### config.mk
export PLATFORM = sky130hd
export DESIGN_NAME = sram_pixel_writer
export DESIGN_NICKNAME = d
export VERILOG_FILES = /design/src/rtl/sram_pixel_writer.sv
export SDC_FILE = /design/constraint.sdc
export NUM_CORES = 1
export LEC_CHECK = 0
export ABC_AREA = 1
export CORE_MARGIN = 2
export CORE_UTILIZATION = 44
export DETAILED_ROUTE_END_ITERATION = 12
export GPL_ROUTABILITY_DRIVEN = 0
export PLACE_DENSITY = 0.84
export RECOVER_POWER = 100
export SLEW_MARGIN = 20
export SYNTH_ARGS = -nofsm -noshare
export SYNTH_HDL_FRONTEND = slang
export SYNTH_SLANG_ARGS = --single-unit
export TNS_END_PERCENT = 10
### constraint.sdc
create_clock -name clock -period 2.8 [get_ports clock]
set_input_delay 0.28 -clock clock [delete_from_list [all_inputs] [get_ports clock]]
set_output_delay 0.28 -clock clock [all_outputs]
set_load 0.03 [all_outputs]
### src/rtl/sram_pixel_writer.sv
`default_nettype none
// ============================================================================
// sram_pixel_writer: packs a stream of 8-bit pixels into masked 32-bit SRAM
// word writes at consecutive (ADDR_STEP-spaced) word addresses.
// Revision: 1.0
// ============================================================================
module sram_pixel_writer #(
  parameter logic [17:0] ADDR_STEP = 18'd1
) (
  input  logic        clock,
  input  logic        reset,
  input  logic        start,
  input  logic [17:0] base_addr,
  input  logic [19:0] pixel_count,
  input  logic        pix_valid,
  output logic        pix_ready,
  input  logic [7:0]  pix_data,
  output logic        wr_valid,
  input  logic        wr_ready,
  output logic [53:0] wr_din,
  output logic        busy,
  output logic        done
);

  localparam logic [1:0] S_IDLE   = 2'd0;
  localparam logic [1:0] S_FILL   = 2'd1;
  localparam logic [1:0] S_SEND   = 2'd2;
  localparam logic [1:0] S_FINISH = 2'd3;

  logic [1:0]  state_q, state_d;
  logic [1:0]  lane_q, lane_d;
  logic [19:0] remaining_q, remaining_d;
  logic [17:0] addr_q, addr_d;
  logic [31:0] data_q, data_d;
  logic [3:0]  mask_q, mask_d;
  logic        pix_fire, wr_fire, word_full;

  assign pix_fire  = (state_q == S_FILL) && pix_valid;
  assign wr_fire   = (state_q == S_SEND) && wr_ready;
  // The accepted pixel closes the word if it fills lane 3 or is the frame's last.
  assign word_full = (lane_q == 2'd3) || (remaining_q == 20'd1);

  always_ff @(posedge clock or posedge reset) begin
    if (reset) begin
      state_q <= S_IDLE;
    end else begin
      state_q <= state_d;
    end
  end

  always_comb begin
    state_d = state_q;
    case (state_q)
      S_IDLE:   if (start) state_d = (pixel_count != 20'd0) ? S_FILL : S_FINISH;
      S_FILL:   if (pix_fire && word_full) state_d = S_SEND;
      S_SEND:   if (wr_fire) state_d = (remaining_q != 20'd0) ? S_FILL : S_FINISH;
      S_FINISH: state_d = S_IDLE;
      default:  state_d = S_IDLE;
    endcase
  end

  always_comb begin
    pix_ready = (state_q == S_FILL);
    wr_valid  = (state_q == S_SEND);
    busy      = (state_q != S_IDLE);
    done      = (state_q == S_FINISH);
  end

  assign wr_din = {mask_q, addr_q, data_q};

  always_comb begin
    lane_d      = lane_q;
    remaining_d = remaining_q;
    addr_d      = addr_q;
    data_d      = data_q;
    mask_d      = mask_q;
    case (state_q)
      S_IDLE: begin
        if (start) begin
          addr_d      = base_addr;
          remaining_d = pixel_count;
          lane_d      = 2'd0;
          data_d      = 32'd0;
          mask_d      = 4'd0;
        end
      end
      S_FILL: begin
        if (pix_valid) begin
          data_d[{lane_q, 3'b000} +: 8] = pix_data;
          mask_d[lane_q]                = 1'b1;
          lane_d                        = lane_q + 2'd1;
          remaining_d                   = remaining_q - 20'd1;
        end
      end
      S_SEND: begin
        if (wr_ready) begin
          addr_d = addr_q + ADDR_STEP;
          lane_d = 2'd0;
          data_d = 32'd0;
          mask_d = 4'd0;
        end
      end
      default: begin
      end
    endcase
  end

  always_ff @(posedge clock or posedge reset) begin
    if (reset) begin
      lane_q      <= 2'd0;
      remaining_q <= 20'd0;
      addr_q      <= 18'd0;
      data_q      <= 32'd0;
      mask_q      <= 4'd0;
    end else begin
      lane_q      <= lane_d;
      remaining_q <= remaining_d;
      addr_q      <= addr_d;
      data_q      <= data_d;
      mask_q      <= mask_d;
    end
  end

endmodule
`default_nettype wire

==> impl_metrics.yaml, run 1 <==
outcome:
  status: "finished with violations"
  violations: "max-capacitance violations, max-slew violations"
timing:
  fin_worst_skew_ns: 0.00945
  fmax_mhz: 391
  worstMarginPinSlew_ns: 2.07
  slew_headroom: -0.389
  period_share: 0.915
  finalSetupTns_ns: 0
  period_needed_ns: 2.56
  setup_viol: 0
  grt_setup_unrepaired: "no"
  hold_viol: 0
  slew_viol_final: 48
synthesis:
  synth_top_area_frac: 0.412
  netlist_instances: 680
  synth_ff_type: "dfrtp_1"
  syn_nets: 740
  synth_seq_area_share: 0.412
  synth-seq-cells: 78
  netlist_area_mm2: 0.00474
  synth_edf_count: 0
  yosys.area.top_type: "dfrtp_1"
  yosys-top-cells-area: "dfrtp_1 (41%), nand2_1 (15%), nor2_1 (8.6%)"
  synthArstFlopShare: 1.00
  synth.distinct_cells: 36
  syn_avg_cell_area_um2: 6.97
  yosys_warnings: 0
cells_and_area:
  nNetsFinal: 846
  final_cell_mix: "nand2_1 (192), nor2_1 (109), dfrtp_1 (78), o21ai_0 (75), inv_1 (69)"
  drive_gt1_frac: 0.0468
  syn_to_final_growth_pct: 28.9
  final_common_cell: "nand2_1"
  antenna_cells: 0
  layoutNonFillerInstCount: 927
clocking:
  holdBufCountCts: 0
  clk_latency_ns: 0.35
  root_buffer: "clkbuf_8"
  post_cts_buffers: 0
  cts_made_buffers: 9
  cts_tree: "done"
  cts.htree.levels: 3
  path_clk_slew_ns: 0.09
  cts-resized-gates: 0
  clock_path_buffers: 2
  cts_sinks: 78
critical_path:
  end_kind: "output pin"
  cp.arrival_ns: 2.28
  worstPathMaxFanout: 11
  path_class: "flip-flop to output pin"
  required_ns: 2.52
  setup.worst_path.start_class: "flip-flop"
  timing.rr.start: "state_q[1]"
  crit_start: "state_q[0]"
worst_hold_path:
  holdCritStartpoint: "data_q[28]"
  hold_class: "flip-flop to flip-flop"
power:
  pwr_density_cell_mw_per_mm2: 1000
  leakage_nw: 2.88
  power.total_mw: 6.13
  peakVddDrop_mv: 0.501
floorplanning:
  core_mm2: 0.0104
  dieWidth_um: 108
  start_util: 0.457
  fp.dieH_um: 108
  dieArea_mm2: 0.0116
  num_io_pins: 109
  core.rowCount: 37
placement:
  placed_cells: 911
  dp_hpwl_um: 9000
  port_buffers: 108
route:
  drc: 0
  routedWlPerCell_um: 13.4
  routed_wirelength_um: 12400
  viasPerCell: 5.14
  dr_total_vias: 4769
  detail-route-antenna-nets: 0
  firstDrtPassIters: 5
  first_iter_violations: 356
global_routing:
  overflow: 0
  grtUsageTotal: 0.219
  grt_first_pass_wirelength_um: 20300
  antenna_found_initial: 0
  grt_pass1_vias: 4234
  grt_max_degree: 48
run:
  drv_cap: 1
==> final timing paths <==
kind                                   to  slack (ns)  cells after the start
max                              wr_valid        0.24                      4
min                            data_q[28]        0.49                      2
max reg2reg                    addr_q[12]        0.37                      9
min reg2reg                    data_q[28]        0.49                      2
max in group asynchronous  remaining_q[4]        0.64                      3
min in group asynchronous      addr_q[16]        0.91                      2
==> metrics by stage <==
stage          area, µm²  worst slack (ns)  hold WS [ns]   util
2_1_floorplan       4740             0.525         0.411      -
3_3_place_gp        5940             0.752         0.467  0.573
3_5_place_dp        5940             0.704         0.473  0.573
4_1_cts             6150             0.308         0.405  0.593
5_1_grt             6100             0.103         0.518  0.589
6_report            6100             0.239         0.486  0.589
==> critical path: stages (launching register included) <==
cell and delay [ns]:
dfrtp_1 0.40, inv_2 0.24, nand2_1 0.28, inv_1 0.25, clkdlybuf4s50_1 0.75
==> area by class of cell <==
cell class	count	area (µm²)
fill	959	4270
multi-input combinational	510	2380
sequential	78	1950
timing repair buffer	115	1120
inverter	72	272
tap	136	170
clock buffer	11	141
clock inverter	5	66.3
==> per-layer routing <==
layer | track usage | up-vias | share of wire
li1 | - | 2394 | -
met2 | 0.335 | 180 | 0.45
met4 | 0.0733 | 0 | 0.016
met3 | 0.0357 | 16 | 0.064
met1 | 0.315 | 2179 | 0.47
met5 | 0 | - | 0
==> cell usage after synthesis, drive strengths merged, types with 2 or more instances <==
cell / n
a21oi: 17
a22oi: 3
buf: 12
clkbuf: 8
dfrtp: 78
ha: 9
inv: 72
nand2: 193
nand3: 55
nand3b: 7
nand4: 7
nor2: 111
nor3: 7
o21a: 4
o21ai: 78
o21bai: 2
o22ai: 4
or2: 5
xor2: 4
==> logic make-up after synthesis <==
group,count (synthesis),synth area share
AOI/OAI and AO/OA,110,0.130
and+or+nand+nor,386,0.347
xor gates and xnor gates,5,0.00924
buffers and inverters,92,0.0779
adders and majority gates,9,0.0238
DFF,78,0.412
==> flip-flops by register name, indices dropped and copies added, names as in the netlist <==
| signal | cells |
|---|---|
| state_q | 2 |
| addr_q | 18 |
| mask_q | 4 |
| data_q | 32 |
| remaining_q | 20 |
| lane_q | 2 |
==> power breakdown <==
part	leakage [nW]	internal [mW]	switching [mW]
combinational	1.79	1.09	2.20
sequential	0.989	1.53	0.400
clock	0.102	0.448	0.461
total	2.88	3.07	3.06
No activity file was read; power rests on OpenSTA's default activity.
==> run 2, diff against run 1 <==
--- a/config.mk
+++ b/config.mk
@@ -10,7 +10,7 @@
 export CORE_UTILIZATION = 44
 export DETAILED_ROUTE_END_ITERATION = 12
 export GPL_ROUTABILITY_DRIVEN = 0
-export PLACE_DENSITY = 0.84
+export PLACE_DENSITY_LB_ADDON = 0.05
 export RECOVER_POWER = 100
 export SLEW_MARGIN = 20
 export SYNTH_ARGS = -nofsm -noshare
==> impl_metrics.yaml, run 2 (synthesis gave the netlist of run 1 again) <==
power:
  leakage_nw: 2.89
  peakVddDrop_mv: 0.522
  pwr_density_cell_mw_per_mm2: 988
  power.total_mw: 6.03
timing:
  slew_headroom: 0.277
  grt_setup_unrepaired: "no"
  fin_worst_skew_ns: 0.0157
  setup_viol: 0
  fin_hold_ws_ns: 0.491
  fmax_mhz: 393
  worstMarginPinSlew_ns: 1.08
  period_share: 0.910
  slew_viol_final: 0
  hold_viol: 0
  finalSetupTns_ns: 0
  period_needed_ns: 2.55
cells_and_area:
  fin_util: 0.589
  n_fill_cell: 990
  multi_input_area_mm2: 0.00239
  nNetsFinal: 848
  reg_top3: "data_q (32), remaining_q (20), addr_q (18)"
  syn_to_final_growth_pct: 28.9
  final_cell_mix: "nand2_1 (189), nor2_1 (108), dfrtp_1 (78), o21ai_0 (75), inv_1 (69)"
  final_common_cell: "nand2_1"
  drive_gt1_frac: 0.0530
  largest_register: "data_q"
  antenna_cells: 0
  regArea_mm2: 0.00195
  largest_reg_flops: 32
worst_hold_path:
  hold_class: "flip-flop to flip-flop"
  holdCritStartpoint: "data_q[31]"
  hold_depth: 2
  hold-path-endpoint: "data_q[31]"
placement:
  dp_hpwl_um: 9530
  port_buffers: 108
critical_path:
  r2r_setup_slack_ns: 0.45
  required_ns: 2.52
  crit_path_max_incr_delay_ns: 0.78
  rr_worst_depth: 8
  r2r_end: "addr_q[4]"
  worst-path-stages: 3
  timing.rr.start: "state_q[0]"
  crit_buf_inv: 2
  critical-path-top-delay-family: "buffers and inverters"
  crit_chain: "inv_2, nor2_8, dlygate4sd3_1"
  cp.arrival_ns: 2.27
  path_class: "flip-flop to output pin"
  slowest_stage: "dlygate4sd3_1"
  setup.worst_path.start_class: "flip-flop"
  worstPathMaxFanout: 16
  end_kind: "output pin"
route:
  detail-route-antenna-nets: 0
  first_iter_violations: 267
  firstDrtPassIters: 5
  routed_wirelength_um: 12700
  drc: 0
  viasPerCell: 5.15
  routedWlPerCell_um: 13.6
  dr_total_vias: 4782
floorplanning:
  num_io_pins: 109
  dieWidth_um: 108
  start_util: 0.457
  fp.dieH_um: 108
  core.rowCount: 37
  dieArea_mm2: 0.0116
  core_mm2: 0.0104
outcome:
  status: "completed"
clocking:
  root_buffer: "clkbuf_8"
  post_cts_buffers: 0
  cts_tree: "done"
  cts-resized-gates: 0
  holdBufCountCts: 0
  clock_path_buffers: 2
  path_clk_slew_ns: 0.09
  clk_latency_ns: 0.35
  cts_made_buffers: 9
  cts_sinks: 78
  cts.htree.levels: 3
global_routing:
  grt_pass1_vias: 4401
  grt_first_pass_wirelength_um: 21400
  overflow: 0
  grt_max_degree: 53
  grtUsageTotal: 0.229
  antenna_found_initial: 0
run:
  drv_cap: 0
-- run 2: worst max-delay path by stage --
stage / from / to / slack, ns
global route: state_q[0] / addr_q[4] / 0.12
floorplan: reset / addr_q[0] / 0.52
CTS: state_q[0] / pix_ready / 0.27
finish: state_q[0] / pix_ready / 0.25
detailed placement: state_q[0] / addr_q[4] / 0.64
global placement: state_q[0] / pix_ready / 0.67
-- run 2: routing by layer --
metal	global-route usage	routed length, µm	share of wire
met5	0	0	0
met4	0.0641	149	0.012
met3	0.0297	855	0.067
met2	0.359	5810	0.46
met1	0.334	5850	0.46
-- run 2: power by group --
part           leakage, nW  switching (mW)  internal (mW)  total (mW)
Clock               0.0919           0.460          0.333       0.793
Sequential           0.989           0.430           1.53        1.96
Combinational         1.81            2.18           1.11        3.29
Total                 2.89            3.07           2.96        6.03
-- run 2: cell type report --
cell class	count	area share
clock inverter	7	0.00902
clock buffer	9	0.0203
timing repair buffer	117	0.188
inverter	72	0.0443
multi-input combinational	510	0.391
tap	136	0.0279
sequential	78	0.320
-- run 2: metrics by stage --
step           instance area [µm²]  cells  setup slack (ns)
4_1_cts                       6150    929             0.267
2_1_floorplan                 4740    680             0.525
3_3_place_gp                  5970    913             0.671
3_5_place_dp                  5970    913             0.635
5_1_grt                       6100    929             0.115
6_report                      6100    929             0.253
-- run 2: worst register-to-register path, cell delays in order (launching register included) --
cell     delay, ns
dfrtp_1       0.65
inv_2         0.23
nand2_1       0.12
inv_1         0.09
nand2_2       0.09
nand3_2       0.32
inv_2         0.42
o21ai_0       0.18
a22oi_1       0.18
